`config.mk`:
```
export PLATFORM = sky130hd
export DESIGN_NAME = sr_excitation_driver
export DESIGN_NICKNAME = d
export VERILOG_FILES = /design/src/rtl/sr_excitation_driver.sv
export SDC_FILE = /design/constraint.sdc
export NUM_CORES = 1
export LEC_CHECK = 0
export ABC_CLOCK_PERIOD_IN_PS = 2550
export CAP_MARGIN = 20
export CORE_UTILIZATION = 45
export DETAILED_ROUTE_END_ITERATION = 16
export GPL_TIMING_DRIVEN = 1
export PLACE_DENSITY = 0.73
export SYNTH_ARGS = -nofsm -noshare
export SYNTH_HDL_FRONTEND = slang
export SYNTH_SLANG_ARGS = --single-unit
```
`constraint.sdc`:
```
create_clock -name clk -period 2.55 [get_ports clk]
set_input_delay 0.51 -clock clk [delete_from_list [all_inputs] [get_ports clk]]
set_output_delay 0.51 -clock clk [all_outputs]
set_load 0.005 [all_outputs]
```
`src/rtl/sr_excitation_driver.sv`:
```
// sr_excitation_driver: sequences s/r drive into an SR flop so q reaches a requested level.
// Latency: done pulses H+SETTLE_CYCLES+1 cycles after accept, or 1 cycle if q is already at target.
// Backpressure: one request in flight; req_ready_o is high only in IDLE, and requests are never queued.
module sr_excitation_driver #(
  parameter int SETTLE_CYCLES = 2,
  parameter int HOLD_W        = 4
) (
  input  logic              clk,
  input  logic              rst,
  input  logic              req_valid_i,
  output logic              req_ready_o,
  input  logic              req_target_i,
  input  logic [HOLD_W-1:0] req_hold_i,
  output logic              s_o,
  output logic              r_o,
  input  logic              q_fb_i,
  input  logic              qbar_fb_i,
  output logic              done_o,
  output logic              ok_o,
  output logic              err_o,
  input  logic              err_clr_i
);

  // One counter serves both the drive window and the settle window.
  localparam int SW = $clog2(SETTLE_CYCLES + 1);
  localparam int CW = (HOLD_W > SW) ? HOLD_W : SW;
  localparam logic [CW-1:0] SETTLE_LOAD = CW'(SETTLE_CYCLES - 1);

  typedef enum logic [1:0] {
    IDLE   = 2'd0,
    DRIVE  = 2'd1,
    SETTLE = 2'd2,
    CHECK  = 2'd3
  } state_t;

  state_t          state_q, state_d;
  logic [CW-1:0]   cnt_q, cnt_d;
  logic            tgt_q, tgt_d;
  logic            s_q, s_d;
  logic            r_q, r_d;
  logic            ok_q, ok_d;
  logic            err_q, err_d;

  logic [HOLD_W-1:0] hold_eff;
  logic              fb_at_req;
  logic              fb_at_tgt;

  // A zero hold still drives for one cycle; feedback must be a legal, complementary pair to count as a match.
  always_comb begin
    hold_eff  = (req_hold_i == '0) ? HOLD_W'(1) : req_hold_i;
    fb_at_req = (q_fb_i == req_target_i) && (qbar_fb_i == ~req_target_i);
    fb_at_tgt = (q_fb_i == tgt_q) && (qbar_fb_i == ~tgt_q);
  end

  // Next-state logic; s/r next values derive from the next state so the flop sees registered, never-overlapping drive.
  always_comb begin
    state_d = state_q;
    cnt_d   = cnt_q;
    tgt_d   = tgt_q;
    ok_d    = ok_q;
    err_d   = err_q;

    // Clear first so a failing check below overrides it in the same cycle.
    if (err_clr_i) begin
      err_d = 1'b0;
    end

    case (state_q)
      IDLE: begin
        if (req_valid_i) begin
          tgt_d = req_target_i;
          if (fb_at_req) begin
            state_d = CHECK;
            cnt_d   = '0;
          end else begin
            state_d = DRIVE;
            cnt_d   = CW'(hold_eff) - CW'(1);
          end
        end
      end
      DRIVE: begin
        if (cnt_q == '0) begin
          state_d = SETTLE;
          cnt_d   = SETTLE_LOAD;
        end else begin
          cnt_d = cnt_q - CW'(1);
        end
      end
      SETTLE: begin
        if (cnt_q == '0) begin
          state_d = CHECK;
        end else begin
          cnt_d = cnt_q - CW'(1);
        end
      end
      CHECK: begin
        ok_d    = fb_at_tgt;
        if (!fb_at_tgt) begin
          err_d = 1'b1;
        end
        state_d = IDLE;
      end
      default: begin
        state_d = IDLE;
        cnt_d   = '0;
      end
    endcase

    s_d = (state_d == DRIVE) &&  tgt_d;
    r_d = (state_d == DRIVE) && !tgt_d;
  end

  // State and output registers; async reset drops s/r immediately.
  always_ff @(posedge clk or posedge rst) begin
    if (rst) begin
      state_q <= IDLE;
      cnt_q   <= '0;
      tgt_q   <= 1'b0;
      s_q     <= 1'b0;
      r_q     <= 1'b0;
      ok_q    <= 1'b0;
      err_q   <= 1'b0;
    end else begin
      state_q <= state_d;
      cnt_q   <= cnt_d;
      tgt_q   <= tgt_d;
      s_q     <= s_d;
      r_q     <= r_d;
      ok_q    <= ok_d;
      err_q   <= err_d;
    end
  end

  // ok reflects the live check during CHECK and holds the last result afterwards.
  always_comb begin
    req_ready_o = (state_q == IDLE);
    done_o      = (state_q == CHECK);
    ok_o        = (state_q == CHECK) ? fb_at_tgt : ok_q;
    s_o         = s_q;
    r_o         = r_q;
    err_o       = err_q;
  end

endmodule

```
## Word level (Yosys, flattened, before mapping)

Cells that the tools add are included.

- Add/subtract/negate cells: 2
- Eq/ne operators: 10
- Multiplexer cells: 17
- Bitwise gates (word level): 2
- Reduce and logical (&&, ||, !) cells: 10

Operator list:

| operator | count |
|---|---|
| 4-bit 2-to-1 mux | 5 |
| 4-bit case mux with 3 select lines | 1 |
| 4-bit logical NOT | 2 |
| 2-bit 2-to-1 mux | 4 |
| 2-bit case mux with 4 select lines | 1 |
| 4-bit by 1-bit subtractor with 4-bit output, second input constant | 2 |
| 1-bit 2-to-1 mux | 6 |
| 1-bit equality test | 4 |
| 2-bit by 1-bit equality test with 1-bit output, second input constant | 2 |
| 2-bit equality test, second input constant | 2 |
| 1-bit logical AND | 4 |
| 2-bit inequality test, second input constant | 2 |
| 3-bit AND reduction | 1 |
| 3-bit nonzero test | 1 |
| 2-bit logical NOT | 1 |
| 1-bit NOT | 2 |
| 1-bit logical NOT | 1 |

- Flip-flop bits (word level): 11
- Input port bits: 11
- Word-level logic and storage cells: 48

## Longest topological paths before layout

Gate-level depths: netlist (run 1).

- Word-level depth: 8
- Gate-level depth with buffers: 6
- Mapped depth without buffers: 6

## Worst setup path after synthesis (run 1)

OpenSTA, ideal clock, no wires.

- Kind: reg-to-reg
- Start point: register cnt_q[0]
- End point: register r_q, in the netlist r_o
- Data arrival time: 1.618 ns
- Required time: 2.431 ns
- Path slack: 0.813 ns
- Cell stages (with the launch flop): 7
- Path buffers: 0
- Period minus slack after synthesis: 1.737 ns
- Path through: dfrtp_1 > inv_1 > ha_1 > or3b_4 > a221oi_1 > nor4b_2 > and2_1

- Cells in the longest elaborated chain, start to end: 5
- Elaborated cells between the ends (all ways): 6

RTL lines:

| item | line | source |
|---|---|---|
| from (decl) | 37 | `logic [CW-1:0] cnt_q, cnt_d;` |
| from (signal assigned) | 125 | `cnt_q <= cnt_d;` |
| 4-bit logical NOT (*) | 82, 90 |  |
| 2-bit 2-to-1 mux (on tied branches) | 90, 82 |  |
| 2-bit case mux with 4 select lines (*) | 68 | `case (state_q)` |
| 2-bit by 1-bit equality test with 1-bit output (*) | 110 | `r_d = (state_d == DRIVE) && !tgt_d;` |
| 1-bit logical AND (*) | 110 |  |
| via r_d | 40 | `logic r_q, r_d;` |
| to (signal assigned) | 128 | `r_q <= r_d;` |
| to (decl) | 40 |  |

Mark *: on every way through the listed nets, which the timed path passes. The rest lies on a longest branch.
A chain may end at the register's enable or synchronous reset.

## Worst setup path in the final report (run 1)

- Start point: register state_q[1]
- End point: output port ok_o

- Cells in the longest elaborated chain, start to end: 2

RTL lines:

| item | line | source |
|---|---|---|
| from (decl) | 36 | `state_t state_q, state_d;` |
| from (signal assigned) | 124 | `state_q <= state_d;` |
| 2-bit equality test | 138 | `ok_o = (state_q == CHECK) ? fb_at_tgt : ok_q;` |
| 1-bit 2-to-1 mux | n/a |  |
| to (decl) | 19 | `output logic ok_o,` |

No other way between the ends.

==> flow_summary.ini, run 1 <==
[critical_path]
worst_setup_path_end_kind = output port
required_ns = 2.04
cp_data_arrival_time_ns = 1.66
path_class = register to output port
startpoint_type = register
cp_max_fo = 5

[sta]
period_minus_slack_ns = 2.17
max-slew-margin-rel_pct = 62.3
fmax_mhz = 461
finalHoldViolations = 0
finalSetupViolCount = 0
rsz0062_at_grt = false
slew_viol_final = 0
tns_ns = 0
finalCritPeriodShare_pct = 85.0
worst_pin_slew_ns = 0.565
finalClockSkew_ns = 0.00586

[yosys]
syn_avg_cell_area_um2 = 9.50
yosysSeqAreaShare_pct = 37.2
syn-cell-area_um2 = 741
synth_area_leaders = dfrtp_1 (37%), ha_1 (12%), inv_1 (5.6%)
syn_inst = 78
yosysTopAreaCell = dfrtp_1
yosys_warnings = 0
ys_types = 33
syn_nets = 96
yosys.area.top_type_share_pct = 37.2
synth_seq_cells = 11

[power_and_ir_drop]
power_leakage_nw = 0.437
design_power_total_mw = 1.08
peakVddDrop_uv = 682
power.density_mw_per_mm2 = 1120

[global_routing]
grt_pass1_vias = 588
antenna_found_initial = 0
grt_max_degree = 12
overflow = 0
grt_pass1_wl_mm = 2.33
track_usage_pct = 17.5

[route]
vias = 635
dr.first_iter.drc_count = 15
wirelength_mm = 1.42
viasPerCell = 5.57
firstDrtPassIters = 4
drc = 0
wl_per_cell_um = 12.5
drtAntennaViolNets = 0

[floorplanning]
initial_core_util_pct = 48.6
placementRows = 14
fp.dieArea_mm2 = 0.00181
die_height_um = 42.6
pin_count = 17
coreArea_mm2 = 0.00152
die_w_um = 42.6

[clock_network]
cts.path.max_buffers = 2
cts_sinks = 11
worstSkewPairLatency_ns = 0.27
clk_root_buffer_cell = clkbuf_4
cts_tree = built
cts_setup_buffers = 0
clkTransAtPathRegs_ns = 0.08
htreeDepth = 1
cts_buffers = 3

[layout]
diodes = 0
stdcell_count = 114
final_cell_mix = clkdlybuf4s50_1 (14), inv_1 (11), dfrtp_1 (11)
final_cell_area_um2 = 961
final_common_cell = clkdlybuf4s50_1
area_delta_synth_final_pct = 29.7
num-nets-final = 117
drive_above_1_share_pct = 13.3

[placed_design]
io_buffers = 16
dp_hpwl_mm = 1.11
dp.cells = 110
placedInstanceArea_um2 = 921
gp_congestion = 0.782

[run]
maxCapViolations = 0

[min_path]
hold_path_class = register to register

[status]
status = complete, no violations
power breakdown:
| part | switching, mW | internal [mW] | leakage (nW) |
|---|---|---|---|
| registers | 0.0572 | 0.252 | 0.138 |
| clock network | 0.0637 | 0.0582 | 0.0177 |
| logic | 0.319 | 0.327 | 0.281 |
per-stage QoR:
stage,hold WS (ns),setup WS [ns],utilization [%]
finish,0.498,0.382,63.1
global route,0.517,0.271,63.1
CTS,0.500,0.0483,62.2
detailed placement,0.483,0.0497,60.4
global placement,0.462,0.105,60.4
floorplan,0.362,0.813,-
sequential cells by signal (all words and copies together), names as in the netlist:
| signal | flops |
|---|---|
| cnt_q | 4 |
| err_o | 1 |
| ok_q | 1 |
| r_o | 1 |
| s_o | 1 |
| state_q | 2 |
| tgt_q | 1 |
cell usage after synthesis:
| cell | instances |
|---|---|
| o31ai_1 | 1 |
| dfrtp_1 | 11 |
| o22ai_1 | 2 |
| or3b_4 | 1 |
| nand2_1 | 3 |
| mux2i_1 | 1 |
| or2_2 | 1 |
| nor2_1 | 5 |
| nor3b_1 | 1 |
| a211oi_1 | 1 |
| o21ai_0 | 2 |
| or3b_2 | 1 |
| nand3b_1 | 2 |
| o211ai_1 | 1 |
| a311oi_2 | 1 |
| inv_1 | 11 |
| a22o_1 | 2 |
| nand2b_1 | 3 |
| o221ai_1 | 1 |
| ha_1 | 7 |
| nor2b_1 | 3 |
| nor3_1 | 2 |
| a31o_2 | 1 |
| o21a_1 | 2 |
| nor3_2 | 1 |
| a221oi_1 | 1 |
| nor4b_2 | 1 |
| xnor2_1 | 1 |
| a21oi_1 | 2 |
| o32ai_1 | 1 |
| o21ai_1 | 2 |
| and2_1 | 2 |
| a31oi_1 | 1 |
what timing repair did:
action,4_1_cts,5_1_grt
setup endpoints to repair,0,1
hold buffers,0,0
hold endpoints to repair,0,0
resized for setup,0,4
area by class of cell:
class / count / area [um^2]
Inverter: 11 / 41.3
Sequential cell: 11 / 275
Fill cell: 127 / 563
Tap cell: 16 / 20.0
Clock inverter: 1 / 5.00
Clock buffer: 3 / 22.5
Multi-Input combinational cell: 56 / 432
Timing Repair Buffer: 16 / 165
per-layer routing:
metal | up-vias | global-route usage [%] | wire length [um]
li1 | 317 | - | -
met1 | 301 | 21.6 | 677
met2 | 15 | 27.1 | 668
met4 | 0 | 6.25 | 10
met5 | - | 0 | 0
met3 | 2 | 7.76 | 63
worst max-delay path, stage by stage, from the launching register on:
cell,delay (ns)
dfrtp_1,0.43
ha_1,0.24
nand2_1,0.08
o21a_1,0.13
clkdlybuf4s50_1,0.51
path summary, 6_finish.rpt:
| path | startpoint | end | slack (ns) | cells past startpoint |
|---|---|---|---|---|
| worst min-delay path | ok_q$_DFF_PP0_ | ok_q$_DFF_PP0_ | 0.50 | 1 |
| worst max register to register | cnt_q[0]$_DFFE_PP0P_ | s_o$_DFF_PP0_ | 0.58 | 6 |
| worst min register to register | ok_q$_DFF_PP0_ | ok_q$_DFF_PP0_ | 0.50 | 1 |
| worst max-delay path | state_q[1]$_DFF_PP0_ | ok_o | 0.38 | 4 |
| min in group asynchronous | rst | cnt_q[3]$_DFFE_PP0P_ | 0.52 | 2 |
| max in group asynchronous | rst | tgt_q$_DFF_PP0_ | 1.74 | 2 |
kinds of logic (layout without fill, tap and decap cells):
kind of cell,count (synthesis),in the layout,synth area share [%]
compound gates,21,21,20.8
xor+xnor,1,1,1.18
fa+ha+maj,7,7,11.8
buf+inv,11,31,5.57
flops,11,11,37.2
mux,1,1,1.35
simple gates,26,26,22.1
Note: power is estimated with default switching activity, not from simulation.
==> run 2: changes to the inputs <==
- CORE_MARGIN: unset -> 2
- DONT_BUFFER_PORTS: unset -> 1
- PLACE_DENSITY: 0.73 -> 0.6
==> run 2 against run 1 <==
  * Non-clock buffer count decreased by 16
  * Largest cell class unchanged
  * Sequential power about the same
  * Register-to-register slack about the same
  * Setup slack improved by 0.20 ns
  * Combinational power decreased by 16%
==> flow_summary.ini, run 2 (synthesis results as in run 1) <==
[sta]
worst_pin_slew_ns = 0.551
max-slew-margin-rel_pct = 63.2
fmax_mhz = 509
tns_ns = 0
period_minus_slack_ns = 1.96
fin_hold_ws_ns = 0.108
finalHoldViolations = 0
finalClockSkew_ns = 0.00932
finalSetupViolCount = 0
rsz0062_at_grt = false
slew_viol_final = 0
finalCritPeriodShare_pct = 77.0

[route]
viasPerCell = 5.96
drtAntennaViolNets = 0
drc = 0
wirelength_mm = 1.32
firstDrtPassIters = 5
wl_per_cell_um = 13.5
dr.first_iter.drc_count = 9
vias = 584

[global_routing]
antenna_found_initial = 0
grt_max_degree = 12
grt_pass1_vias = 538
overflow = 0
grt_pass1_wl_mm = 2.19
track_usage_pct = 15.5

[placed_design]
dp_hpwl_mm = 1.05
io_buffers = 0
gp_congestion = 0.821

[critical_path]
required_ns = 2.71
cp_max_fo = 8
cp_data_arrival_time_ns = 2.12
worst_setup_path_end_kind = register
reg2reg_slack_ns = 0.59
startpoint_type = register
path_class = register to register

[layout]
largest_reg_flops = 4
num-nets-final = 101
top_register = cnt_q
drive_above_1_share_pct = 12.2
top_regs = cnt_q x4, state_q x2
diodes = 0
final_cell_mix = inv_1 (11), dfrtp_1 (11), ha_1 (7)
fill_cells = 134
area_delta_synth_final_pct = 6.25

[clock_network]
clk_root_buffer_cell = clkbuf_4
cts_buffers = 3
cts_setup_buffers = 0
cts_sinks = 11
cts_tree = built
clkTransAtPathRegs_ns = 0.08
cts_hold_buf = 0
cts.path.max_buffers = 2
worstSkewPairLatency_ns = 0.28
htreeDepth = 1
cts.repair.resized = 0

[floorplanning]
placementRows = 14
die_height_um = 44.6
pin_count = 17
fp.dieArea_mm2 = 0.00199
die_w_um = 44.6
initial_core_util_pct = 48.6
coreArea_mm2 = 0.00152

[power_and_ir_drop]
power.density_mw_per_mm2 = 1240
power_leakage_nw = 0.352
peakVddDrop_uv = 637

[min_path]
hold_path_class = input pin to asynchronous set/reset pin

[run]
maxCapViolations = 0

[status]
status = complete, no violations
[run 2: worst paths after layout]
path                                             end  cells after the start                  from
min in group clk                     err_o$_DFF_PP0_                      1             err_clr_i
worst max register to register  cnt_q[2]$_DFFE_PP0P_                      6  state_q[1]$_DFF_PP0_
worst min-delay path            cnt_q[3]$_DFFE_PP0P_                      1                   rst
max in group asynchronous              s_o$_DFF_PP0_                      1                   rst
worst max-delay path            cnt_q[2]$_DFFE_PP0P_                      6  state_q[1]$_DFF_PP0_
worst min register to register        ok_q$_DFF_PP0_                      1        ok_q$_DFF_PP0_
[run 2: report_power, final]
group | leakage [nW] | switching, mW | internal, mW
clock | 0.0150 | 0.0609 | 0.0607
combinational | 0.199 | 0.296 | 0.251
sequential | 0.138 | 0.0584 | 0.252
total | 0.352 | 0.415 | 0.564
[run 2: per-layer routing]
layer / global-route usage (%) / vias to the layer above / share of wire, %
met5: 0 / - / 0
met4: 5.45 / 0 / 0.83
met3: 6.94 / 3 / 7.3
met2: 24.1 / 21 / 45
met1: 19.0 / 277 / 47
li1: - / 283 / -
[run 2: cell type report]
class | instances | area, um^2 | area share (%)
Tap cell | 16 | 20.0 | 2.54
Multi-Input combinational cell | 56 | 424 | 53.9
Sequential cell | 11 | 275 | 35.0
Clock buffer | 4 | 26.3 | 3.34
Inverter | 11 | 41.3 | 5.25
[run 2: critical path, stage by stage, from the launching register on]
cell and delay (ns):
dfrtp_1 0.43, inv_1 0.10, ha_1 0.32, nor3_2 0.08
a311oi_2 0.53, o21ai_1 0.13, a22o_1 0.25
[run 2: through the flow]
step / instances / setup WS [ns] / utilization (%) / power [mW] / cell area (um^2)
4_1_cts: 98 / 0.615 / 51.6 / 0.988 / 787
2_1_floorplan: 78 / 0.813 / - / 0.760 / 741
5_1_grt: 98 / 0.432 / 51.6 / 1.08 / 787
3_5_place_dp: 94 / 0.627 / 49.9 / 0.864 / 761
6_report: 98 / 0.586 / 51.6 / 0.979 / 787
3_3_place_gp: 94 / 0.655 / 49.9 / 0.862 / 761
==> RTL edit (config.mk and constraints of run 2) <==
Register the output `err_o`, without a reset; this adds one clock of latency there. The other outputs are not delayed to match.
--- a/src/rtl/sr_excitation_driver.sv
+++ b/src/rtl/sr_excitation_driver.sv
@@ -32,6 +32,8 @@
     SETTLE = 2'd2,
     CHECK  = 2'd3
   } state_t;
+
+  logic err_c;
 
   state_t          state_q, state_d;
   logic [CW-1:0]   cnt_q, cnt_d;
@@ -138,7 +140,11 @@
     ok_o        = (state_q == CHECK) ? fb_at_tgt : ok_q;
     s_o         = s_q;
     r_o         = r_q;
-    err_o       = err_q;
+    err_c       = err_q;
+  end
+
+  always_ff @(posedge clk) begin
+    err_o <= err_c;
   end
 
 endmodule
Behaviour: not the same (a bounded check fails within 4 cycles, from zero or initial values and one cycle with rst high).
==> RTL edit against run 2 <==
- final area up 3.8%
- utilization up 1.4 points
- largest cell class unchanged
- routed wire length up 1.3%
- sequential cell count up 1
- final cell count up 1.0%
- synthesized cell count up 1.3%
- first-iteration DRC count up 11%
- area after synthesis up 2.7%
- die area up 2.5%
- setup slack better by 0.037 ns
- power up 5.0%
- clock skew down 0.0060 ns
==> RTL edit: results (changes against run 2) <==
| Metric | Value |
|---|---|
| Max-slew headroom | 63.36% (+0.12 points) |
| Mux cell area share after synthesis | 1.316% (-0.036 points) |
| Netlist cell types | 34 (+3.0%) |
| Vias per cell | 5.717 (-4.1%) |
| Drt pass-1 iters | 4 (-1) |
| Worst vdd ir | 0.5640 mV (-12%) |
| Nets@finish | 102 (+0.99%) |
| Postcts setup bufs | 0 (unchanged) |
| Synth top area cells | dfrtp_1, ha_1, inv_1 |
| Initial DRC count | 10 (+1) |
| Fill count | 142 (+6.0%) |
| Crit path DAT | 2.09 ns (-0.03 ns) |
| Pleak | 0.3661 nW (+4.0%) |
| Syn nets | 97 (+1.0%) |
| Dpl hpwl | 1.092 mm (+3.9%) |
| Wire per inst | 13.51 um (+0.26%) |
| Synth Area in XOR/XNOR | 1.151% (-0.031 points) |
| RD Place Congestion | 0.8150 (-0.75%) |
| GR Util All Layers | 16.82% (+1.3 points) |
| Share of cells above drive strength 1 | 13.25% (+1.1 points) |
| Area share of fa/ha/maj cells after synthesis | 11.51% (-0.31 points) |
| Synth Area in Compound Gates | 20.23% (-0.55 points) |
| Status | complete, no violations |
| CTS Buf Count | 3 (unchanged) |
| Skew final | 0.003346 ns (-0.005976 ns) |
| DP Area | 780.7 um2 (+2.6%) |
| First-pass GRT wire length | 2.401 mm (+9.8%) |
[RTL edit: cell count changes in the layout (fill, tap and decap cells not counted)]
| cell | delta |
|---|---|
| clkbuf_1 | -1 |
| clkbuf_8 | +1 |
| dfxtp_1 | +1 |
[RTL edit: critical path, stage by stage, from the launching register on]
cell	delay (ns)
dfrtp_1	0.43
inv_1	0.10
ha_1	0.30
nor3_2	0.08
a311oi_2	0.52
o21ai_1	0.13
a22o_1	0.25
[RTL edit: cell families after synthesis]
group                    after synthesis
AND/OR/NAND/NOR                       26
AO/OA/AOI/OAI                         21
flip-flops                            12
buffers and inverters                 11
adder cells (fa/ha/maj)                7
XOR/XNOR                               1
multiplexers                           1
[RTL edit: worst paths after layout]
| path | start | to | slack (ns) | cells past startpoint |
|---|---|---|---|---|
| min in group clk | err_clr_i | err_c | 0.35 | 1 |
| max | state_q[1] | cnt_q[3] | 0.62 | 6 |
| min reg2reg | err_c | err_o | 0.38 | 0 |
| max reg2reg | state_q[1] | cnt_q[3] | 0.62 | 6 |
| min | rst | cnt_q[0] | 0.11 | 1 |
| max in group asynchronous | rst | state_q[0] | 2.15 | 1 |
[RTL edit: where the power goes]
group          switching (mW)  leakage (nW)  internal (mW)
Sequential             0.0611         0.147          0.274
Combinational           0.294         0.199          0.251
Clock                  0.0609        0.0210         0.0867
[RTL edit: metal layers]
layer	global-route usage, %	routed length, um	vias to the layer above
met4	10.59	12	0
met3	2.400	32	2
met1	23.59	668	266
met5	0	0	-
li1	-	-	291
met2	24.29	624	7
[RTL edit: stage by stage]
stage	cells	setup WS, ns	power [mW]
3_3_place_gp	95	0.6201	0.8854
2_1_floorplan	79	0.8131	0.7831
4_1_cts	99	0.6088	1.040
5_1_grt	99	0.3801	1.146
6_report	99	0.6226	1.028
3_5_place_dp	95	0.6284	0.8866
[RTL edit: area by class of cell]
cell class	count	area [um2]	share of cell area, %
tap	16	20.02	2.450
inverter	11	41.29	5.054
sequential	12	295.3	36.14
multi-input combinational	56	424.2	51.91
clock buffer	4	36.28	4.441
